==> config.mk <==
export PLATFORM = sky130hd
export DESIGN_NAME = tm1638_slave_emu_flat
export DESIGN_NICKNAME = d
export VERILOG_FILES = /design/src/rtl/tm1638_pkg.sv /design/src/rtl/tm1638_slave_emu_if.sv /design/src/rtl/tm1638_in_sync.sv /design/src/rtl/tm1638_slave_emu.sv /design/src/flat_wrapper.sv
export SDC_FILE = /design/constraint.sdc
export NUM_CORES = 1
export LEC_CHECK = 0
export ABC_AREA = 1
export CORE_MARGIN = 2
export CORE_UTILIZATION = 50
export DETAILED_ROUTE_END_ITERATION = 8
export GPL_TIMING_DRIVEN = 1
export HOLD_SLACK_MARGIN = 0.02
export PLACE_DENSITY = 0.87
export SETUP_SLACK_MARGIN = 0.1
export SLEW_MARGIN = 20
export SYNTH_ARGS = -nofsm -noshare
export SYNTH_HDL_FRONTEND = slang
export SYNTH_SLANG_ARGS = --single-unit
==> constraint.sdc <==
create_clock -name CK_i -period 2.7 [get_ports CK_i]
set_input_delay 0.405 -clock CK_i [delete_from_list [all_inputs] [get_ports CK_i]]
set_output_delay 0.405 -clock CK_i [all_outputs]
set_load 0.03 [all_outputs]
==> src/rtl/tm1638_pkg.sv <==
// tm1638_pkg: shared constants, state encoding and helpers for the TM1638 responder emulator.
package tm1638_pkg;

   localparam logic [1:0] C_PFX_DATA = 2'b01;
   localparam logic [1:0] C_PFX_CTRL = 2'b10;
   localparam logic [1:0] C_PFX_ADDR = 2'b11;

   localparam int C_MODE_READ_BIT  = 1;
   localparam int C_MODE_FIXED_BIT = 2;

   localparam int C_RAM_DEPTH = 16;
   localparam int C_ADDR_W    = $clog2(C_RAM_DEPTH);

   typedef enum logic [2:0] {
      ST_IDLE,
      ST_CMD,
      ST_WDATA,
      ST_RDATA,
      ST_WAIT_END
   } tm_state_t;

   typedef struct packed {
      logic read_keys;
      logic fixed_addr;
   } tm_mode_t;

   // Address after a RAM write: stays put in fixed mode, otherwise wraps modulo the RAM depth.
   function automatic logic [C_ADDR_W-1:0] next_addr(input logic [C_ADDR_W-1:0] addr,
                                                      input logic fixed_addr);
      return fixed_addr ? addr : C_ADDR_W'(addr + 1'b1);
   endfunction

endpackage

==> src/rtl/tm1638_slave_emu_if.sv <==
// tm1638_slave_emu_if: STB/CLK/DIO pin bundle between a TM1638 master and the responder.
interface tm1638_slave_emu_if;

   logic stb;
   logic sclk;
   logic dio;
   logic dio_drv;
   logic dio_oe;

   modport master (output stb, output sclk, output dio, input dio_drv, input dio_oe);
   modport slave  (input stb, input sclk, input dio, output dio_drv, output dio_oe);

endinterface

==> src/rtl/tm1638_in_sync.sv <==
// tm1638_in_sync: multi-stage synchronizer with rise/fall pulse generation for the pin inputs.
// The reset value matches the idle pin levels so no spurious edges appear after reset.
module tm1638_in_sync #(
   parameter int                 C_SYNC_STAGES = 2,
   parameter int                 C_WIDTH       = 3,
   parameter logic [C_WIDTH-1:0] C_RESET_VAL   = '1
) (
   input  logic               CK_i,
   input  logic               XARST_i,
   input  logic [C_WIDTH-1:0] D_i,
   output logic [C_WIDTH-1:0] LVL_o,
   output logic [C_WIDTH-1:0] RISE_o,
   output logic [C_WIDTH-1:0] FALL_o
);

   logic [C_SYNC_STAGES-1:0][C_WIDTH-1:0] sync_q;
   logic [C_WIDTH-1:0]                    prev_q;

   // Shift the asynchronous pins through the synchronizer chain and keep the previous synced level.
   always_ff @(posedge CK_i or negedge XARST_i) begin
      if (!XARST_i) begin
         sync_q <= {C_SYNC_STAGES{C_RESET_VAL}};
         prev_q <= C_RESET_VAL;
      end else begin
         sync_q <= {sync_q[C_SYNC_STAGES-2:0], D_i};
         prev_q <= sync_q[C_SYNC_STAGES-1];
      end
   end

   assign LVL_o  = sync_q[C_SYNC_STAGES-1];
   assign RISE_o = LVL_o & ~prev_q;
   assign FALL_o = ~LVL_o & prev_q;

endmodule

==> src/rtl/tm1638_slave_emu.sv <==
// tm1638_slave_emu: responder side of the TM1638 STB/CLK/DIO link. Decodes commands,
// holds the 16-byte display RAM and shifts the four key-scan bytes back on reads.
module tm1638_slave_emu
   import tm1638_pkg::*;
#(
   parameter int   C_SYNC_STAGES = 2,
   parameter logic C_IDLE_DIO    = 1'b1
) (
   input  logic                     CK_i,
   input  logic                     XARST_i,
   tm1638_slave_emu_if.slave        bus,
   input  logic [31:0]              KEYS_i,
   output logic [C_RAM_DEPTH*8-1:0] DISP_RAM_o,
   output logic                     DISP_ON_o,
   output logic [2:0]               BRIGHT_o,
   output logic                     RAM_WR_o,
   output logic [7:0]               CMD_o,
   output logic                     CMD_VLD_o
);

   logic [2:0]               sync_lvl;
   logic [2:0]               sync_rise;
   logic [2:0]               sync_fall;
   logic                     stb_rise;
   logic                     stb_fall;
   logic                     sclk_rise;
   logic                     sclk_fall;
   logic                     dio_s;
   logic                     unused_sync;

   tm_state_t                state_q;
   tm_state_t                state_d;
   logic [2:0]               bit_cnt_q;
   logic [7:0]               shift_q;
   logic [7:0]               rx_byte;
   logic                     rx_active;
   logic                     byte_done;
   logic                     cmd_done;
   logic                     do_write;
   logic                     load_tx;
   logic                     shift_tx;
   tm_mode_t                 mode_q;
   logic [C_ADDR_W-1:0]      addr_q;
   logic [C_RAM_DEPTH*8-1:0] ram_q;
   logic [31:0]              tx_q;
   logic                     skip_q;

   tm1638_in_sync #(
      .C_SYNC_STAGES (C_SYNC_STAGES),
      .C_WIDTH       (3),
      .C_RESET_VAL   (3'b111)
   ) u_in_sync (
      .CK_i    (CK_i),
      .XARST_i (XARST_i),
      .D_i     ({bus.dio, bus.sclk, bus.stb}),
      .LVL_o   (sync_lvl),
      .RISE_o  (sync_rise),
      .FALL_o  (sync_fall)
   );

   assign stb_rise    = sync_rise[0];
   assign stb_fall    = sync_fall[0];
   assign sclk_rise   = sync_rise[1];
   assign sclk_fall   = sync_fall[1];
   assign dio_s       = sync_lvl[2];
   assign unused_sync = &{1'b0, sync_lvl[1:0], sync_rise[2], sync_fall[2]};

   // Bits arrive LSB first, so the newest bit enters at the top of the shifter.
   assign rx_byte   = {dio_s, shift_q[7:1]};
   assign rx_active = (state_q == ST_CMD) || (state_q == ST_WDATA);
   assign byte_done = rx_active && sclk_rise && !stb_rise && (bit_cnt_q == 3'd7);
   assign cmd_done  = byte_done && (state_q == ST_CMD);
   assign do_write  = byte_done && (state_q == ST_WDATA) && !mode_q.read_keys;
   assign load_tx   = cmd_done && (rx_byte[7:6] == C_PFX_DATA) && rx_byte[C_MODE_READ_BIT];
   assign shift_tx  = (state_q == ST_RDATA) && sclk_fall && !stb_rise;

   // Frame state register.
   always_ff @(posedge CK_i or negedge XARST_i) begin
      if (!XARST_i) begin
         state_q <= ST_IDLE;
      end else begin
         state_q <= state_d;
      end
   end

   // Next-state decode: STB rise always returns to idle, the first byte picks the frame type.
   always_comb begin
      state_d = state_q;
      if (stb_rise) begin
         state_d = ST_IDLE;
      end else begin
         case (state_q)
            ST_IDLE: begin
               if (stb_fall) state_d = ST_CMD;
            end
            ST_CMD: begin
               if (cmd_done) begin
                  case (rx_byte[7:6])
                     C_PFX_DATA: state_d = rx_byte[C_MODE_READ_BIT] ? ST_RDATA : ST_WAIT_END;
                     C_PFX_ADDR: state_d = ST_WDATA;
                     default:    state_d = ST_WAIT_END;
                  endcase
               end
            end
            default: state_d = state_q;
         endcase
      end
   end

   // Bit receiver: counts rising SCLK edges and discards any partial byte outside a frame.
   always_ff @(posedge CK_i or negedge XARST_i) begin
      if (!XARST_i) begin
         bit_cnt_q <= '0;
         shift_q   <= '0;
      end else if (!rx_active || stb_rise) begin
         bit_cnt_q <= '0;
      end else if (sclk_rise) begin
         bit_cnt_q <= bit_cnt_q + 3'd1;
         shift_q   <= rx_byte;
      end
   end

   // Command decode: mode, display control, address pointer and the last-byte report.
   always_ff @(posedge CK_i or negedge XARST_i) begin
      if (!XARST_i) begin
         mode_q    <= '0;
         DISP_ON_o <= 1'b0;
         BRIGHT_o  <= '0;
         addr_q    <= '0;
         CMD_o     <= '0;
         CMD_VLD_o <= 1'b0;
      end else begin
         CMD_VLD_o <= byte_done;
         if (byte_done) CMD_o <= rx_byte;
         if (cmd_done) begin
            case (rx_byte[7:6])
               C_PFX_DATA: begin
                  mode_q.read_keys  <= rx_byte[C_MODE_READ_BIT];
                  mode_q.fixed_addr <= rx_byte[C_MODE_FIXED_BIT];
               end
               C_PFX_CTRL: begin
                  DISP_ON_o <= rx_byte[3];
                  BRIGHT_o  <= rx_byte[2:0];
               end
               C_PFX_ADDR: addr_q <= rx_byte[C_ADDR_W-1:0];
               default: ;
            endcase
         end else if (do_write) begin
            addr_q <= next_addr(addr_q, mode_q.fixed_addr);
         end
      end
   end

   // Display RAM write port with a one-cycle write strobe aligned to CMD_VLD_o.
   always_ff @(posedge CK_i or negedge XARST_i) begin
      if (!XARST_i) begin
         ram_q    <= '0;
         RAM_WR_o <= 1'b0;
      end else begin
         RAM_WR_o <= do_write;
         if (do_write) ram_q[{addr_q, 3'b000} +: 8] <= rx_byte;
      end
   end

   // Key transmit shifter: the first falling edge after the command is skipped, later ones shift out zeros behind the data.
   always_ff @(posedge CK_i or negedge XARST_i) begin
      if (!XARST_i) begin
         tx_q   <= '0;
         skip_q <= 1'b0;
      end else if (load_tx) begin
         tx_q   <= KEYS_i;
         skip_q <= 1'b1;
      end else if (shift_tx) begin
         if (skip_q) skip_q <= 1'b0;
         else        tx_q   <= {1'b0, tx_q[31:1]};
      end
   end

   assign DISP_RAM_o  = ram_q;
   assign bus.dio_oe  = (state_q == ST_RDATA);
   assign bus.dio_drv = (state_q == ST_RDATA) ? tx_q[0] : C_IDLE_DIO;

endmodule

==> src/flat_wrapper.sv <==
// flat-port wrapper written by rule: the top's interface ports become plain ports
module tm1638_slave_emu_flat import tm1638_pkg::*;
#(
   parameter int   C_SYNC_STAGES = 2,
   parameter logic C_IDLE_DIO    = 1'b1
)
  (CK_i, XARST_i, KEYS_i, DISP_RAM_o, DISP_ON_o, BRIGHT_o, RAM_WR_o, CMD_o, CMD_VLD_o, bus_stb, bus_sclk, bus_dio, bus_dio_drv, bus_dio_oe);
  tm1638_slave_emu_if bus_i ();
  input  logic CK_i;
  input  logic XARST_i;
  input  logic [31:0] KEYS_i;
  output logic [C_RAM_DEPTH*8-1:0] DISP_RAM_o;
  output logic DISP_ON_o;
  output logic [2:0] BRIGHT_o;
  output logic RAM_WR_o;
  output logic [7:0] CMD_o;
  output logic CMD_VLD_o;
  input wire logic [$bits(bus_i.stb)-1:0] bus_stb;
  input wire logic [$bits(bus_i.sclk)-1:0] bus_sclk;
  input wire logic [$bits(bus_i.dio)-1:0] bus_dio;
  output wire logic [$bits(bus_i.dio_drv)-1:0] bus_dio_drv;
  output wire logic [$bits(bus_i.dio_oe)-1:0] bus_dio_oe;
  assign bus_i.stb = bus_stb;
  assign bus_i.sclk = bus_sclk;
  assign bus_i.dio = bus_dio;
  assign bus_dio_drv = bus_i.dio_drv;
  assign bus_dio_oe = bus_i.dio_oe;
  tm1638_slave_emu #(.C_SYNC_STAGES(C_SYNC_STAGES), .C_IDLE_DIO(C_IDLE_DIO)) u_core (.CK_i(CK_i), .XARST_i(XARST_i), .bus(bus_i), .KEYS_i(KEYS_i), .DISP_RAM_o(DISP_RAM_o), .DISP_ON_o(DISP_ON_o), .BRIGHT_o(BRIGHT_o), .RAM_WR_o(RAM_WR_o), .CMD_o(CMD_o), .CMD_VLD_o(CMD_VLD_o));
endmodule
==> flow_summary.yaml, run 1 <==
timing:
  period_minus_slack_ns: 2.40
  worst_slew_pin_slew_ns: 0.660
  finalMaxSlewViolations: 0
  finalSetupViolCount: 0
  fin_crit_sh: 0.888
  rsz0062_at_grt: "no"
  hold_viol: 0
  finClkSkew_ns: 0.0117
  fmax_mhz: 417
  worst_slack_ns: 0.303
  setup_tns_ns: 0
  maxSlewHeadroom: 0.559
grt:
  grt_remaining_overflow: 0
  grt_pass1_vias: 7686
  track_usage: 0.243
  grt_pass1_wl_mm: 39.1
  antenna_found_initial: 0
  grt_max_degree: 91
worst_setup_path:
  crit_end: "bus_dio_oe"
  crit_path_top_delay_cell: "clkdlybuf4s50_1"
  critical_path.cell_chain: "inv_1 -> nor3_2 -> clkdlybuf4s50_1"
  end_kind: "output port"
  critPathLaunch: "u_core.state_q[0]"
  cp_data_required_time_ns: 2.30
  arrival_ns: 1.99
  path_class: "reg2out"
  crit_buf_inv: 2
  r2r_slack_ns: 0.35
  path_max_fanout: 4
  reg2reg_depth: 8
  r2r_start: "u_core.u_in_sync.LVL_o[1]"
  r2r_end: "u_core.DISP_RAM_o[51]"
  cp-start-kind: "flip-flop"
  cp.depth: 3
  slowest_delay_ns: 0.74
  cpLargestDelayFamily: "buffers and inverters"
clock_tree:
  clkLatencyLatePin_ns: 0.50
  cts_tree: "yes"
  root_buffer: "clkbuf_16"
  clock-sinks: 202
  clk_pin_slew_ns: 0.07
  cts_htree_levels: 1
  cts_max_path_buffers: 3
  cts_buffers: 21
synth:
  synth_compound_area_frac: 0.0208
  synth-edff-count: 0
  synth_seq_area_share: 0.555
  yosys.area_share.simple: 0.366
  netlist_instances: 1087
  synthMuxAreaShare: 0.00110
  ys_ff_latch: 202
  syn_nets: 1130
  synth_cell_type_count: 31
  syn_area_per_cell_um2: 8.40
  synth.cell_area_um2: 9130
  synth_adder_area_share: 0.00822
  synth_xor_area_frac: 0.00192
  ys_warn_count: 0
  synth_top_family_by_area: "simple AND/OR/NAND/NOR gates"
  synthArstFlopShare: 1.00
  ys.flop_type: "dfrtp_1"
cells_and_area:
  stdcell_count: 1505
  fin_util: 0.662
  nNetsFinal: 1304
  fin_area_um2: 11900
  fillCellCount: 1423
  drive_gt1_frac: 0.0870
  register_area_um2: 5060
  multi_input_area_um2: 3650
  diodes: 0
  syn2layout_area_growth_pct: 30.3
floorplan:
  start_util: 0.508
  core_um2: 18000
  ios: 181
  fp.dieH_um: 139
  die_x_um: 139
  die_area_um2: 19400
  row_count: 49
route:
  vias: 8215
  finalWirelength_mm: 23.8
  drt-initial-drc-count: 711
  viasPerCell: 5.46
  wl_per_cell_um: 15.8
  detail_route.first_pass.iterations: 5
  route.detailed.drc: 0
  antenna_left: 0
worst_hold_path:
  hold_depth: 1
  hold_class: "in2reg"
place:
  dpl.cell_count: 1466
  place_ws_ns: 0.347
  dpl-instance-area_um2: 11200
  io_buffers: 180
  gp_congestion: 0.884
  dp.final_hpwl_mm: 16.6
power_and_ir_drop:
  powerDensity_nw_per_um2: 595
  p_int_mw: 5.26
  ir_drop_mv: 0.439
  power_switching_mw: 1.82
  p_leak_nw: 5.72
  pwr-share-comb: 0.090
  switching_share: 0.257
  seq_power_share: 0.499
  p_clk_frac: 0.411
run:
  cap_violations: 0
status:
  status: "completed"
[registers in the layout (all words and copies together), names as in the netlist, 2 cells and up]
name	cells
u_core.BRIGHT_o	3
u_core.bit_cnt_q	3
u_core.CMD_o	8
u_core.mode_q	2
u_core.addr_q	4
u_core.u_in_sync.prev_q	2
u_core.u_in_sync.LVL_o	3
u_core.u_in_sync.sync_q	3
u_core.shift_q	7
u_core.state_q	3
u_core.DISP_RAM_o	128
u_core.tx_q	32
[power groups by stage]
stage / clock network (mW) / logic [mW] / registers, mW
final: 2.91 / 0.638 / 3.53
after global routing: 3.08 / 0.726 / 3.56
after CTS: 2.96 / 0.639 / 3.53
after detailed placement: 0 / 0.636 / 3.57
after global placement: 0 / 0.604 / 3.57
after floorplan: 0 / 0.368 / 3.50
[placed cells by master (no fill, tap or decap), drive strengths merged]
| cell | instances |
|---|---|
| clkdlybuf4s50 | 179 |
| o21a | 7 |
| a21oi | 1 |
| nor2 | 65 |
| dfstp | 8 |
| clkinvlp | 2 |
| xor2 | 2 |
| nand4 | 14 |
| bufinv | 2 |
| nand3 | 173 |
| clkbuf | 29 |
| nand3b | 17 |
| o21ai | 25 |
| nor3 | 42 |
| clkinv | 7 |
| nand2 | 438 |
| a22oi | 1 |
| inv | 40 |
| ha | 6 |
| dfrtp | 194 |
| dlygate4sd3 | 1 |
| mux2i | 1 |
| buf | 22 |
[stage by stage]
stage | hold WS (ns) | total power [mW]
2_1_floorplan | 0.109 | 3.87
3_3_place_gp | 0.345 | 4.17
3_5_place_dp | 0.350 | 4.21
4_1_cts | 0.308 | 7.12
5_1_grt | 0.322 | 7.37
6_report | 0.325 | 7.08
[layout make-up]
cell class | instances | area share
tap | 229 | 0.0241
timing repair buffer | 203 | 0.171
multi-input combinational | 792 | 0.307
inverter | 41 | 0.0133
sequential | 202 | 0.426
clock buffer | 28 | 0.0498
clock inverter | 10 | 0.00915
[cell families (layout without fill, tap and decap cells)]
kind of cell	Yosys count	count (layout)
and+or+nand+nor	749	749
AOI/OAI and AO/OA	34	34
adders and majority gates	6	6
buffers and inverters	93	282
muxes	1	1
xor gates and xnor gates	2	2
DFF	202	202
[worst min-delay path by stage]
stage / to / slack (ns) / start
finish: u_core.u_in_sync.sync_q[1] / 0.32 / bus_sclk
floorplan: u_core.BRIGHT_o[0] / 0.11 / XARST_i
global placement: u_core.u_in_sync.LVL_o[2] / 0.35 / u_core.u_in_sync.sync_q[2]
global route: u_core.u_in_sync.sync_q[1] / 0.32 / bus_sclk
detailed placement: u_core.u_in_sync.LVL_o[1] / 0.35 / u_core.u_in_sync.sync_q[1]
CTS: u_core.u_in_sync.sync_q[1] / 0.31 / bus_sclk
[Yosys cell counts, drive strengths merged (8+ instances only)]
| library cell | count | area, um^2 |
|---|---|---|
| nor3 | 42 | 275 |
| buf | 37 | 216 |
| dfrtp | 194 | 4850 |
| o21ai | 25 | 125 |
| nand3b | 17 | 128 |
| clkbuf | 15 | 56.3 |
| inv | 40 | 153 |
| nand3 | 173 | 878 |
| nand2 | 438 | 1680 |
| nor2 | 65 | 277 |
| dfstp | 8 | 210 |
| nand4 | 14 | 100 |
[timing repair]
item	CTS	global route
setup endpoints to repair	0	13
gates resized for setup	0	1
hold endpoints to repair	63	0
hold buffers	1	0
setup buffers	0	0
[per-layer routing]
| metal | wire (um) | track usage | vias up |
|---|---|---|---|
| li1 | - | - | 3884 |
| met1 | 9940 | 0.336 | 3912 |
| met2 | 11400 | 0.404 | 373 |
| met3 | 2050 | 0.0435 | 46 |
| met4 | 412 | 0.0606 | 0 |
| met5 | 0 | 0 | - |
Power figures use the tool's default switching activity.
==> run 2: changes to the inputs <==
--- a/config.mk
+++ b/config.mk
@@ -6,7 +6,6 @@
 export NUM_CORES = 1
 export LEC_CHECK = 0
 export ABC_AREA = 1
-export CORE_MARGIN = 2
 export CORE_UTILIZATION = 50
 export DETAILED_ROUTE_END_ITERATION = 8
 export GPL_TIMING_DRIVEN = 1
==> run 2 against run 1 <==
Compared with the run above:
- combinational power shrank 0.9%
- sequential power is essentially flat
- power grew 0.11%
- utilization is essentially flat
- global-route usage grew 1.3 points
- highest routed layer unchanged
==> flow_summary.yaml, run 2 (synthesis gave the netlist of run 1 again) <==
worst_setup_path:
  path_max_fanout: 18
  path_class: "reg2reg"
  cp_data_required_time_ns: 3.08
  arrival_ns: 2.75
  end_kind: "flip-flop"
  cp-start-kind: "flip-flop"
place:
  io_buffers: 180
  place_ws_ns: 0.407
  gp_congestion: 0.890
  dp.final_hpwl_mm: 16.3
cells_and_area:
  fillCellCount: 1446
  syn2layout_area_growth_pct: 29.8
  register_area_um2: 5060
  final_cell_mix: "nand2_1 (422), dfrtp_1 (194), clkdlybuf4s50_1 (179), nand3_1 (172), nor2_1 (53)"
  nNetsFinal: 1299
  layout_commonest_cell: "nand2_1"
  fin_util: 0.662
  drive_gt1_frac: 0.0787
  multi_input_area_um2: 3650
  diodes: 0
  largest_reg_flops: 128
timing:
  maxSlewHeadroom: 0.558
  worst_slack_ns: 0.337
  hold_slack_ns: 0.317
  period_minus_slack_ns: 2.36
  setup_tns_ns: 0
  finClkSkew_ns: 0.0184
  hold_viol: 0
  finalSetupViolCount: 0
  rsz0062_at_grt: "no"
  finalMaxSlewViolations: 0
  worst_slew_pin_slew_ns: 0.661
  fin_crit_sh: 0.875
  fmax_mhz: 423
clock_tree:
  clkLatencyLatePin_ns: 0.51
  clk_pin_slew_ns: 0.06
  cts_buffers: 22
  ctsResizeCount: 0
  clock-sinks: 202
  cts_max_path_buffers: 3
  cts_tree: "yes"
  root_buffer: "clkbuf_16"
  cts_htree_levels: 1
grt:
  grt_remaining_overflow: 0
  grt_max_degree: 91
  track_usage: 0.256
  grt_pass1_vias: 7738
  grt_pass1_wl_mm: 38.0
  antenna_found_initial: 0
power_and_ir_drop:
  powerDensity_nw_per_um2: 598
  ir_drop_mv: 0.480
  p_leak_nw: 5.69
route:
  vias: 8111
  viasPerCell: 5.41
  wl_per_cell_um: 15.7
  drt-initial-drc-count: 591
  detail_route.first_pass.iterations: 5
  route.detailed.drc: 0
  finalWirelength_mm: 23.5
  antenna_left: 0
floorplan:
  die_x_um: 137
  fp.dieH_um: 137
  die_area_um2: 18800
  start_util: 0.510
  core_um2: 17900
  row_count: 49
  ios: 181
worst_hold_path:
  hold_class: "in2reg"
run:
  cap_violations: 0
status:
  status: "completed"
## run 2: cell count changes in the layout (fill, tap and decap cells not counted), moves of 2 or more
cell        before  now
clkinv_2         6    2
clkbuf_16       21   23
clkinvlp_4       2    0
buf_4           18   12
clkbuf_1         3    8
## run 2: final cells by class
cell class,instances,share of cell area
multi-input cells,792,0.308
repair buffers,197,0.168
flip-flops and latches,202,0.428
well taps,229,0.0242
clock buffers,35,0.0558
inverters,41,0.0132
clock inverters,3,0.00338
## run 2: per-stage QoR
step | power, mW | cell area (um^2) | instances
2_1_floorplan | 3.87 | 9130 | 1087
3_3_place_gp | 4.15 | 11100 | 1460
3_5_place_dp | 4.20 | 11100 | 1460
4_1_cts | 7.12 | 11800 | 1499
5_1_grt | 7.37 | 11800 | 1499
6_report | 7.09 | 11800 | 1499
## run 2: power by group
group	internal (mW)	total, mW	switching [mW]	leakage (nW)
sequential	3.31	3.53	0.215	2.64
clock	1.76	2.93	1.17	0.344
combinational	0.213	0.632	0.419	2.71
## run 2: layer usage
| layer | track usage | wire length, um | up-vias |
|---|---|---|---|
| met5 | 0 | 0 | - |
| met4 | 0.0958 | 724 | 0 |
| met3 | 0.0633 | 2060 | 57 |
| met2 | 0.422 | 11200 | 344 |
| met1 | 0.327 | 9520 | 3852 |
| li1 | - | - | 3858 |
## run 2: final timing paths
check | from | cells after the start | slack [ns] | endpoint
worst min-delay path | bus_stb | 1 | 0.32 | u_core.u_in_sync.sync_q[0]
worst max-delay path | u_core.addr_q[0] | 10 | 0.34 | u_core.DISP_RAM_o[67]
max in group asynchronous | XARST_i | 3 | 1.49 | u_core.DISP_RAM_o[91]
min in group asynchronous | XARST_i | 2 | 0.45 | u_core.DISP_RAM_o[78]
worst min register to register | u_core.u_in_sync.sync_q[2] | 0 | 0.36 | u_core.u_in_sync.LVL_o[2]
worst max register to register | u_core.addr_q[0] | 10 | 0.34 | u_core.DISP_RAM_o[67]
## run 2: timing repair
action | CTS | global route
hold buffers | 1 | 0
hold endpoints to repair | 58 | 0
setup buffers | 0 | 0
## run 2: critical path, cell delays in order (launching register included)
cell     delay, ns
dfrtp_1       0.40
inv_2         0.23
ha_1          0.35
inv_2         0.26
nand3_1       0.16
nor2_2        0.33
nand2_1       0.08
nor2_1        0.09
nand2_1       0.17
nand2_1       0.12
nand2_1       0.06
==> run 3: changes to the inputs <==
--- a/config.mk
+++ b/config.mk
@@ -8,11 +8,13 @@
 export ABC_AREA = 1
 export CORE_UTILIZATION = 50
 export DETAILED_ROUTE_END_ITERATION = 8
+export DONT_BUFFER_PORTS = 1
 export GPL_TIMING_DRIVEN = 1
 export HOLD_SLACK_MARGIN = 0.02
-export PLACE_DENSITY = 0.87
+export PLACE_DENSITY = 0.74
 export SETUP_SLACK_MARGIN = 0.1
 export SLEW_MARGIN = 20
 export SYNTH_ARGS = -nofsm -noshare
 export SYNTH_HDL_FRONTEND = slang
+export SYNTH_HIERARCHICAL = 1
 export SYNTH_SLANG_ARGS = --single-unit
==> constraint.sdc (replaced) <==
create_clock -name CK_i -period 2.6 [get_ports CK_i]
set_input_delay 0.39 -clock CK_i [delete_from_list [all_inputs] [get_ports CK_i]]
set_output_delay 0.39 -clock CK_i [all_outputs]
set_load 0.03 [all_outputs]
==> run 3 against run 2 <==
Compared with the run above:
- the flow now finishes with violations (DRC, hold timing)
- utilization shrank 8.4 points
- largest power group unchanged
- synthesized area grew 2.9%
- highest routed layer unchanged
- sequential share of layout area grew 5.4 points
- register-to-register slack lost 0.09 ns
- first-iteration DRC count grew 6.4%
- critical path type unchanged
==> flow_summary.yaml, run 3 <==
status:
  status: "complete, but fails checks"
  failed_checks: "DRC, hold timing"
power_and_ir_drop:
  ir_drop_mv: 0.502
  p_leak_nw: 5.29
  p_total_mw: 6.64
  powerDensity_nw_per_um2: 631
floorplan:
  start_util: 0.516
  die_x_um: 139
  core_um2: 18200
  row_count: 49
  die_area_um2: 19300
  fp.dieH_um: 139
  ios: 181
timing:
  period_minus_slack_ns: 2.35
  maxSlewHeadroom: 0.542
  hold_slack_ns: -0.410
  worst_slew_pin_slew_ns: 0.686
  finClkSkew_ns: 0.0141
  hold_viol: 202
  fmax_mhz: 425
  rsz0062_at_grt: "yes"
  fin_crit_sh: 0.906
  finalSetupViolCount: 0
  setup_tns_ns: 0
  finalMaxSlewViolations: 0
grt:
  track_usage: 0.240
  grt_pass1_vias: 7294
  grt_max_degree: 203
  grt_remaining_overflow: 0
  antenna_found_initial: 0
  grt_pass1_wl_mm: 37.5
clock_tree:
  root_buffer: "clkbuf_16"
  cts_buffers: 23
  cts_htree_levels: 1
  clock-sinks: 202
  clkLatencyLatePin_ns: 0.50
  cts_tree: "yes"
  cts_max_path_buffers: 3
  hold_buffers: 14
  clk_pin_slew_ns: 0.06
worst_hold_path:
  hold_class: "in2async"
worst_setup_path:
  r2r_end: "u_core/DISP_RAM_o[101]"
  cp-start-kind: "flip-flop"
  crit_path_top_delay_cell: "dfrtp_1"
  arrival_ns: 2.79
  slowest_delay_ns: 0.42
  cp_data_required_time_ns: 3.04
  reg2reg_depth: 9
  path_common_cell: "nand2_1"
  path_max_fanout: 10
  r2r_start: "u_core/addr_q[1]"
  path_class: "reg2reg"
  end_kind: "flip-flop"
  r2r_slack_ns: 0.25
  critical_path.cell_chain: "inv_1 -> ha_1 -> clkinv_1 -> nand3_2 -> nor2_4 -> nand2_1 -> nor2_2 -> nand2_1 -> nand2_1"
synth:
  ys_warn_count: 6
  netlist_instances: 1176
  synth.cell_area_um2: 9390
  syn_nets: 1219
  syn_area_per_cell_um2: 7.98
place:
  dpl-instance-area_um2: 9620
  io_buffers: 0
  gp_congestion: 0.877
  dp.final_hpwl_mm: 15.7
cells_and_area:
  final_cell_mix: "nand2_1 (518), dfrtp_1 (194), nand3_1 (121), nor2_1 (102), inv_1 (39)"
  nNetsFinal: 1232
  largest_reg_flops: 128
  layout_commonest_cell: "nand2_1"
  syn2layout_area_growth_pct: 12.0
  fin_area_um2: 10500
  diodes: 0
  drive_gt1_frac: 0.0880
route:
  antenna_left: 0
  wl_per_cell_um: 16.2
  vias: 7735
  finalWirelength_mm: 23.2
  detail_route.first_pass.iterations: 9
  topRoutingLayerUsed: "met4"
  routedLengthMet1_mm: 9.77
  wl_met2_mm: 10.7
  drt-initial-drc-count: 629
  route.detailed.drc: 15
  viasPerCell: 5.40
  wl_met3_mm: 2.32
run:
  cap_violations: 0
## run 3: where the power goes
part	internal [mW]	total [mW]	leakage, nW	switching (mW)
registers	3.20	3.31	2.62	0.102
logic	0.0620	0.280	2.31	0.218
clock network	1.83	3.05	0.360	1.22
total	5.10	6.64	5.29	1.54
## run 3: how the worst max path moves through the flow
stage,cells after the start,slack (ns),endpoint,start
2_1_floorplan,9,0.21,u_core/DISP_RAM_o[0],u_core/addr_q[0]
3_3_place_gp,9,0.33,u_core/DISP_RAM_o[101],u_core/addr_q[1]
3_5_place_dp,10,0.27,u_core/DISP_RAM_o[13],u_core/addr_q[1]
4_1_cts,10,0.25,u_core/DISP_RAM_o[100],u_core/addr_q[1]
5_1_grt,11,0.05,u_core/DISP_RAM_o[48],u_core/addr_q[1]
6_report,9,0.25,u_core/DISP_RAM_o[101],u_core/addr_q[1]
## run 3: repair_timing
| item | CTS | global route |
|---|---|---|
| setup endpoints to repair | 0 | 53 |
| hold endpoints to repair | 216 | 202 |
| buffers inserted | 0 | 2 |
| resized for setup | 0 | 8 |
## run 3: critical path: cells and delay by family, from the launching register on
kind	cells	cell delay (ns)
adder cells (fa/ha/maj)	1	0.38
buffers and inverters	2	0.33
flip-flops	1	0.42
AND/OR/NAND/NOR	6	1.16
## run 3: layer usage
metal	global-route usage	up-vias
met4	0.0649	0
met2	0.380	317
met1	0.319	3618
met3	0.0763	39
li1	-	3761
met5	0	-
## run 3: cell type report
class / count / area (um^2)
clock buffers: 32 / 649
clock inverters: 8 / 65.1
fillers: 1641 / 7690
inverters: 46 / 176
multi-input cells: 880 / 3950
flip-flops and latches: 202 / 5060
well taps: 229 / 287
repair buffers: 36 / 330
## run 3: through the flow
stage	utilization	cells	worst slack (ns)	hold WS, ns
finish	0.578	1433	0.245	-0.410
global route	0.578	1433	0.0499	-0.428
CTS	0.575	1431	0.253	-0.431
detailed placement	0.528	1377	0.270	0.100
global placement	0.528	1377	0.325	0.100
floorplan	-	1176	0.213	0.0944
